--- config.mk ---
export PLATFORM = sky130hd
export DESIGN_NAME = column_sequencer
export DESIGN_NICKNAME = d
export VERILOG_FILES = /design/src/rtl/microPainter_pkg.sv /design/src/rtl/col_tracker.sv /design/src/rtl/column_sequencer.sv
export SDC_FILE = /design/constraint.sdc
export NUM_CORES = 1
export LEC_CHECK = 0
export CAP_MARGIN = 20
export CORE_MARGIN = 1.5
export CORE_UTILIZATION = 40
export DETAILED_ROUTE_END_ITERATION = 8
export GPL_TIMING_DRIVEN = 0
export PLACE_DENSITY = 0.71
export SETUP_SLACK_MARGIN = 0.05
export SLEW_MARGIN = 20
export SYNTH_ARGS = -nofsm -noshare
export SYNTH_HDL_FRONTEND = slang
export SYNTH_SLANG_ARGS = --single-unit
--- constraint.sdc ---
create_clock -name clk -period 1.8 [get_ports clk]
set_input_delay 0.36 -clock clk [delete_from_list [all_inputs] [get_ports clk]]
set_output_delay 0.36 -clock clk [all_outputs]
set_load 0.1 [all_outputs]
--- src/rtl/microPainter_pkg.sv ---
// Shared types and default geometry for the POV painter column datapath.
package microPainter_pkg;

  localparam int unsigned DEF_NUM_COLS      = 64;
  localparam int unsigned DEF_NUM_LEDS      = 16;
  localparam int unsigned DEF_STEPS_PER_COL = 8;
  localparam int unsigned DEF_PIX_W         = 24;

  typedef enum logic [2:0] {
    IDLE  = 3'd0,
    FETCH = 3'd1,
    WAIT  = 3'd2,
    SEND  = 3'd3,
    DONE  = 3'd4
  } seq_state_e;

  // Bit width needed to index n items; never narrower than one bit.
  function automatic int unsigned width_of(input int unsigned n);
    return (n > 1) ? $clog2(n) : 1;
  endfunction

endpackage

--- src/rtl/col_tracker.sv ---
// Encoder position tracker: sub-step count and column index, with a pending-column
// flag for the sequencer and a sticky overrun when a column is skipped.
module col_tracker
  import microPainter_pkg::*;
#(
  parameter int unsigned NUM_COLS      = DEF_NUM_COLS,
  parameter int unsigned STEPS_PER_COL = DEF_STEPS_PER_COL
) (
  input  logic                                 clk,
  input  logic                                 reset,
  input  logic                                 i_enable,
  input  logic                                 i_step,
  input  logic                                 i_dir,
  input  logic                                 i_clr_pending,
  output logic [width_of(NUM_COLS)-1:0]        o_col_idx,
  output logic [width_of(STEPS_PER_COL)-1:0]   o_sub_cnt,
  output logic                                 o_pending,
  output logic                                 o_overrun
);

  localparam int unsigned COL_W = width_of(NUM_COLS);
  localparam int unsigned SUB_W = width_of(STEPS_PER_COL);
  localparam logic [COL_W-1:0] COL_MAX = COL_W'(NUM_COLS - 1);
  localparam logic [SUB_W-1:0] SUB_MAX = SUB_W'(STEPS_PER_COL - 1);

  logic [COL_W-1:0] r_col, w_col_d;
  logic [SUB_W-1:0] r_sub, w_sub_d;
  logic             r_pending, r_overrun;
  logic             w_col_chg;

  // Next position: wrap sub-count into the column, saturating at both image edges.
  always_comb begin
    w_col_d = r_col;
    w_sub_d = r_sub;
    if (i_enable && i_step) begin
      if (i_dir) begin
        if (r_sub == SUB_MAX) begin
          if (r_col != COL_MAX) begin
            w_sub_d = '0;
            w_col_d = r_col + 1'b1;
          end
        end else begin
          w_sub_d = r_sub + 1'b1;
        end
      end else begin
        if (r_sub == '0) begin
          if (r_col != '0) begin
            w_sub_d = SUB_MAX;
            w_col_d = r_col - 1'b1;
          end
        end else begin
          w_sub_d = r_sub - 1'b1;
        end
      end
    end
    w_col_chg = (w_col_d != r_col);
  end

  // Position, pending and overrun state; a change in the same cycle as the
  // sequencer consumes the pending column re-arms pending without an overrun.
  always_ff @(posedge clk) begin
    if (!reset) begin
      r_col     <= '0;
      r_sub     <= '0;
      r_pending <= 1'b0;
      r_overrun <= 1'b0;
    end else begin
      r_col <= w_col_d;
      r_sub <= w_sub_d;
      if (w_col_chg) begin
        r_pending <= 1'b1;
      end else if (i_clr_pending) begin
        r_pending <= 1'b0;
      end
      if (!i_enable) begin
        r_overrun <= 1'b0;
      end else if (w_col_chg && r_pending && !i_clr_pending) begin
        r_overrun <= 1'b1;
      end
    end
  end

  assign o_col_idx = r_col;
  assign o_sub_cnt = r_sub;
  assign o_pending = r_pending;
  assign o_overrun = r_overrun;

endmodule

--- src/rtl/column_sequencer.sv ---
// Column sequencer: on each new column, reads NUM_LEDS pixels from memory and
// streams them over a valid/ready link, one fetch-wait-send round per pixel.
module column_sequencer
  import microPainter_pkg::*;
#(
  parameter int unsigned NUM_COLS      = DEF_NUM_COLS,
  parameter int unsigned NUM_LEDS      = DEF_NUM_LEDS,
  parameter int unsigned STEPS_PER_COL = DEF_STEPS_PER_COL,
  parameter int unsigned PIX_W         = DEF_PIX_W
) (
  input  logic                                      clk,
  input  logic                                      reset,
  input  logic                                      enable,
  input  logic                                      step,
  input  logic                                      dir,
  output logic                                      mem_rd,
  output logic [width_of(NUM_COLS*NUM_LEDS)-1:0]    mem_addr,
  input  logic [PIX_W-1:0]                          mem_data,
  output logic [PIX_W-1:0]                          pix_data,
  output logic                                      pix_valid,
  input  logic                                      pix_ready,
  output logic                                      pix_last,
  output logic [width_of(NUM_COLS)-1:0]             col_idx,
  output logic                                      busy,
  output logic                                      col_done,
  output logic                                      overrun
);

  localparam int unsigned ADDR_W = width_of(NUM_COLS * NUM_LEDS);
  localparam int unsigned COL_W  = width_of(NUM_COLS);
  localparam int unsigned LED_W  = width_of(NUM_LEDS);
  localparam int unsigned SUB_W  = width_of(STEPS_PER_COL);
  localparam logic [LED_W-1:0] LAST_LED = LED_W'(NUM_LEDS - 1);

  seq_state_e       r_state;
  logic [COL_W-1:0] r_col;
  logic [LED_W-1:0] r_led;
  logic             r_mem_rd;
  logic [ADDR_W-1:0] r_mem_addr;
  logic [PIX_W-1:0] r_pix_data;
  logic             r_pix_valid;
  logic             r_pix_last;
  logic             r_busy;
  logic             r_col_done;

  logic [COL_W-1:0] w_col_idx;
  logic [SUB_W-1:0] w_sub_cnt;
  logic             w_pending;
  logic             w_overrun;
  logic             w_launch;

  function automatic logic [ADDR_W-1:0] pix_addr(input logic [COL_W-1:0] col,
                                                 input logic [LED_W-1:0] led);
    return ADDR_W'(32'(col) * NUM_LEDS + 32'(led));
  endfunction

  col_tracker #(
    .NUM_COLS      (NUM_COLS),
    .STEPS_PER_COL (STEPS_PER_COL)
  ) u_col_tracker (
    .clk           (clk),
    .reset         (reset),
    .i_enable      (enable),
    .i_step        (step),
    .i_dir         (dir),
    .i_clr_pending (w_launch),
    .o_col_idx     (w_col_idx),
    .o_sub_cnt     (w_sub_cnt),
    .o_pending     (w_pending),
    .o_overrun     (w_overrun)
  );

  // Start a column only from idle; the tracker clears pending on the same edge.
  always_comb begin
    w_launch = (r_state == IDLE) && w_pending && enable;
  end

  // Sequencer FSM with registered outputs; mem_rd is raised on entry to FETCH.
  always_ff @(posedge clk) begin
    if (!reset) begin
      r_state     <= IDLE;
      r_col       <= '0;
      r_led       <= '0;
      r_mem_rd    <= 1'b0;
      r_mem_addr  <= '0;
      r_pix_data  <= '0;
      r_pix_valid <= 1'b0;
      r_pix_last  <= 1'b0;
      r_busy      <= 1'b0;
      r_col_done  <= 1'b0;
    end else begin
      r_mem_rd   <= 1'b0;
      r_col_done <= 1'b0;
      unique case (r_state)
        IDLE: begin
          if (w_launch) begin
            r_col      <= w_col_idx;
            r_led      <= '0;
            r_mem_rd   <= 1'b1;
            r_mem_addr <= pix_addr(w_col_idx, '0);
            r_busy     <= 1'b1;
            r_state    <= FETCH;
          end
        end
        FETCH: r_state <= WAIT;
        WAIT: begin
          r_pix_data  <= mem_data;
          r_pix_valid <= 1'b1;
          r_pix_last  <= (r_led == LAST_LED);
          r_state     <= SEND;
        end
        SEND: begin
          if (pix_ready) begin
            r_pix_valid <= 1'b0;
            if (r_pix_last) begin
              r_col_done <= 1'b1;
              r_state    <= DONE;
            end else begin
              r_led      <= r_led + 1'b1;
              r_mem_rd   <= 1'b1;
              r_mem_addr <= pix_addr(r_col, r_led + 1'b1);
              r_state    <= FETCH;
            end
          end
        end
        DONE: begin
          r_busy  <= 1'b0;
          r_state <= IDLE;
        end
        default: r_state <= IDLE;
      endcase
    end
  end

  assign mem_rd    = r_mem_rd;
  assign mem_addr  = r_mem_addr;
  assign pix_data  = r_pix_data;
  assign pix_valid = r_pix_valid;
  assign pix_last  = r_pix_last;
  assign col_idx   = w_col_idx;
  assign busy      = r_busy;
  assign col_done  = r_col_done;
  assign overrun   = w_overrun;

endmodule

==> summary.txt <==
Clocking
  – CTS tree: yes
  – CTS sink count: 59
  – Clk_lat worst skew: 340 ps
  – Inserted Clock Buffers: 9
  – Worst-case clock buffer depth: 2
  – H-tree Lvls: 3
  – Hold_buf cts: 0
  – Clk root buf: clkbuf_8
  – Clock transition at path regs: 70 ps

Synthesis
  – Most frequent cells after synthesis: 77 x nand2_1, 59 x dfxtp_1, 50 x a21oi_1
  – Simple-gate portion of the synthesized area: 0.231
  – Yosys warnings: 0
  – Post-synth EDFFs: 0
  – Compound-gate portion of the synthesized area: 0.222
  – Synthesized-area fraction occupied by adder cells: 0.0364
  – Count leader, synth: nand2_1
  – Mapped Area: 0.00275 mm²
  – Synth top area share: 0.430
  – Ys async rst share: 0
  – Syn Nets: 380
  – Post-Synth XOR/XNOR Area: 0.00319
  – Largest family of logic cells by synthesized area: simple AND/OR/NAND/NOR gates
  – Dominant cells by area after synthesis: dfxtp_1 43%, nand2_1 11%, a21oi_1 9.1%
  – Synthesized flop and latch total: 59
  – Primary FF master, synth: dfxtp_1
  – Gate count after technology mapping: 342
  – Mux cell area share after synthesis: 0.0296
  – Register area share after synthesis: 0.430
  – Post-synthesis cell type count: 46
  – Area leader, netlist: dfxtp_1
  – Synth Area per Inst: 8.04 µm²

GRT
  – Antenna violations before repair: 0
  – Global-route wire length before repair: 12,600 µm
  – Total grt overflow: 0
  – Number of global-route vias before repair: 2,597
  – Total track usage: 0.218
  – Largest net degree at the start of global routing: 12

STA
  – Worst-margin pin slew: 573 ps
  – Tmin final: 1860 ps
  – Slew Limit Fails: 0
  – Max Clock Skew: 4.83 ps
  – Final setup vio count: 1
  – RSZ-0062 raised after global routing: true
  – Fin crit share: 1.03
  – Max-slew headroom: 0.620
  – Maximum clock rate: 538 MHz
  – Final-report hold violation count: 0
  – Hold slack: 453 ps
  – Final WS setup: -58.4 ps

Critical path
  – R2r endpoint: u_col_tracker.o_col_idx[5]$_SDFF_PN0_
  – R2r startpoint: u_col_tracker.o_sub_cnt[0]$_SDFFE_PN0P_
  – Cells on worst reg2reg path: 6
  – CP Class: flip-flop to flip-flop
  – Setup crit start: u_col_tracker.o_sub_cnt[0]$_SDFFE_PN0P_
  – Worst Path Arrival: 2120 ps
  – CP Max Fanout: 4
  – CP startpoint kind: flip-flop
  – CP required: 2060 ps
  – Worst setup EP type: flip-flop
  – R2R Setup Slk: -60 ps
  – Critical Path End: u_col_tracker.o_col_idx[5]$_SDFF_PN0_

Detailed routing
  – WL final: 8230 µm
  – DR vias/cell: 5.57
  – DR iter-0 viols: 204
  – First-pass iteration count of the detailed router: 4
  – Vias: 2,936
  – DRC errors left: 0
  – Routed Antenna Nets: 0
  – Wirelength per Cell: 15.6 µm

Floorplan
  – Die H: 85.9 µm
  – # IOs: 76
  – Chip width: 85.9 µm
  – Core Region: 0.00672 mm²
  – Num rows: 30
  – Die area: 0.00738 mm²
  – Starting Density: 0.409

Cells and area
  – Area growth syn-to-layout: 52.3%
  – Share of layout cells above drive strength 1: 0.289
  – NumNets Final: 480
  – Antenna Cells: 0

Placed design
  – HPWL after detailed placement: 5280 µm
  – GPL Wtd Cong: 0.917
  – Port bufs: 74
  – Pre-CTS setup slack: -297 ps

Flow run
  – Max Cap Viol: 0

Status
  – Status: complete, but fails checks
  – Failing checks: negative setup slack

Hold path
  – Worst hold stages: 2
  – Worst Hold Class: flip-flop to flip-flop

Pwr
  – Power Density: 971 mW/mm²
  – VDD IR-drop max: 0.783 mV
  – Lkg Pwr: 1.49 nW
-- worst min-delay path by stage --
stage	slack, ps	to	start
3_3_place_gp	440	pix_data[16]$_SDFFE_PN0P_	pix_data[16]$_SDFFE_PN0P_
3_5_place_dp	450	r_col[3]$_SDFFE_PN0P_	r_col[3]$_SDFFE_PN0P_
6_report	450	r_col[0]$_SDFFE_PN0P_	r_col[0]$_SDFFE_PN0P_
2_1_floorplan	440	r_col[0]$_SDFFE_PN0P_	r_col[0]$_SDFFE_PN0P_
4_1_cts	460	r_col[0]$_SDFFE_PN0P_	r_col[0]$_SDFFE_PN0P_
5_1_grt	470	r_col[0]$_SDFFE_PN0P_	r_col[0]$_SDFFE_PN0P_
-- registers in the layout (all words and copies together) (netlist names) --
register                 count
pix_data                    24
mem_rd                       1
r_state                      3
r_led                        3
u_col_tracker.o_overrun      1
mem_addr                     7
busy                         1
u_col_tracker.o_pending      1
u_col_tracker.o_col_idx      6
pix_valid                    1
pix_last                     1
u_col_tracker.o_sub_cnt      3
col_done                     1
r_col                        6
-- area by class of cell --
type,count,area (µm²)
buffer,22,114
clock buffer,10,138
clock inverter,6,87.6
fill,578,2530
inverter,8,35.0
multi-input combinational,250,1560
sequential,59,1210
tap,80,100
timing repair buffer,92,946
-- kinds of logic after synthesis --
kind of cell | count (synthesis)
adder cells (fa/ha/maj) | 8
buffers and inverters | 33
flip-flops | 59
multiplexers | 8
XOR/XNOR | 1
AND/OR/NAND/NOR | 133
AO/OA/AOI/OAI | 100
-- per-stage QoR --
| stage | instance area, µm² | std cells | util | TNS (ps) | power [mW] |
|---|---|---|---|---|---|
| 3_5_place_dp | 3630 | 496 | 0.540 | -9160 | 2.43 |
| 2_1_floorplan | 2790 | 342 | - | -918 | 2.16 |
| 5_1_grt | 4190 | 527 | 0.623 | -141 | 4.22 |
| 4_1_cts | 4080 | 522 | 0.607 | -28.5 | 3.96 |
| 6_report | 4190 | 527 | 0.623 | -58.4 | 4.06 |
| 3_3_place_gp | 3630 | 496 | 0.540 | -8540 | 2.42 |
-- layout by cell type (no fill, tap or decap), types with 8 or more instances in the layout --
cell type and n:
nand3_1 8, a211oi_1 10, dfxtp_2 10, clkbuf_1 10, buf_4 17, clkbuf_8 10, clkdlybuf4s50_1 28, clkdlybuf4s15_2 46
o21ai_0 11, nand2_1 77, a21oi_1 49, dfxtp_1 45
-- what timing repair did --
| action | 4_1_cts | 5_1_grt |
|---|---|---|
| pin swaps | 12 | 7 |
| gates resized for setup | 158 | 24 |
| buffers inserted | 12 | 6 |
| endpoints found under the setup margin | 84 | 42 |
-- report_power, final --
part           internal [mW]  switching, mW
combinational          0.515          0.765
clock                  0.817          0.555
sequential              1.37         0.0448
-- critical path: stages (launching register included) --
cell	delay, ps
dfxtp_2	340
inv_2	80
ha_4	130
or4b_4	500
or4_4	430
a21o_1	170
a31oi_1	120
-- layer usage --
metal,part of all wire,global-route usage,vias to the layer above
met5,0,0,-
met2,0.48,0.336,97
met4,0.022,0.101,0
li1,-,-,1420
met1,0.44,0.279,1403
met3,0.053,0.0683,16
Note: power is estimated with default switching activity, not from simulation.
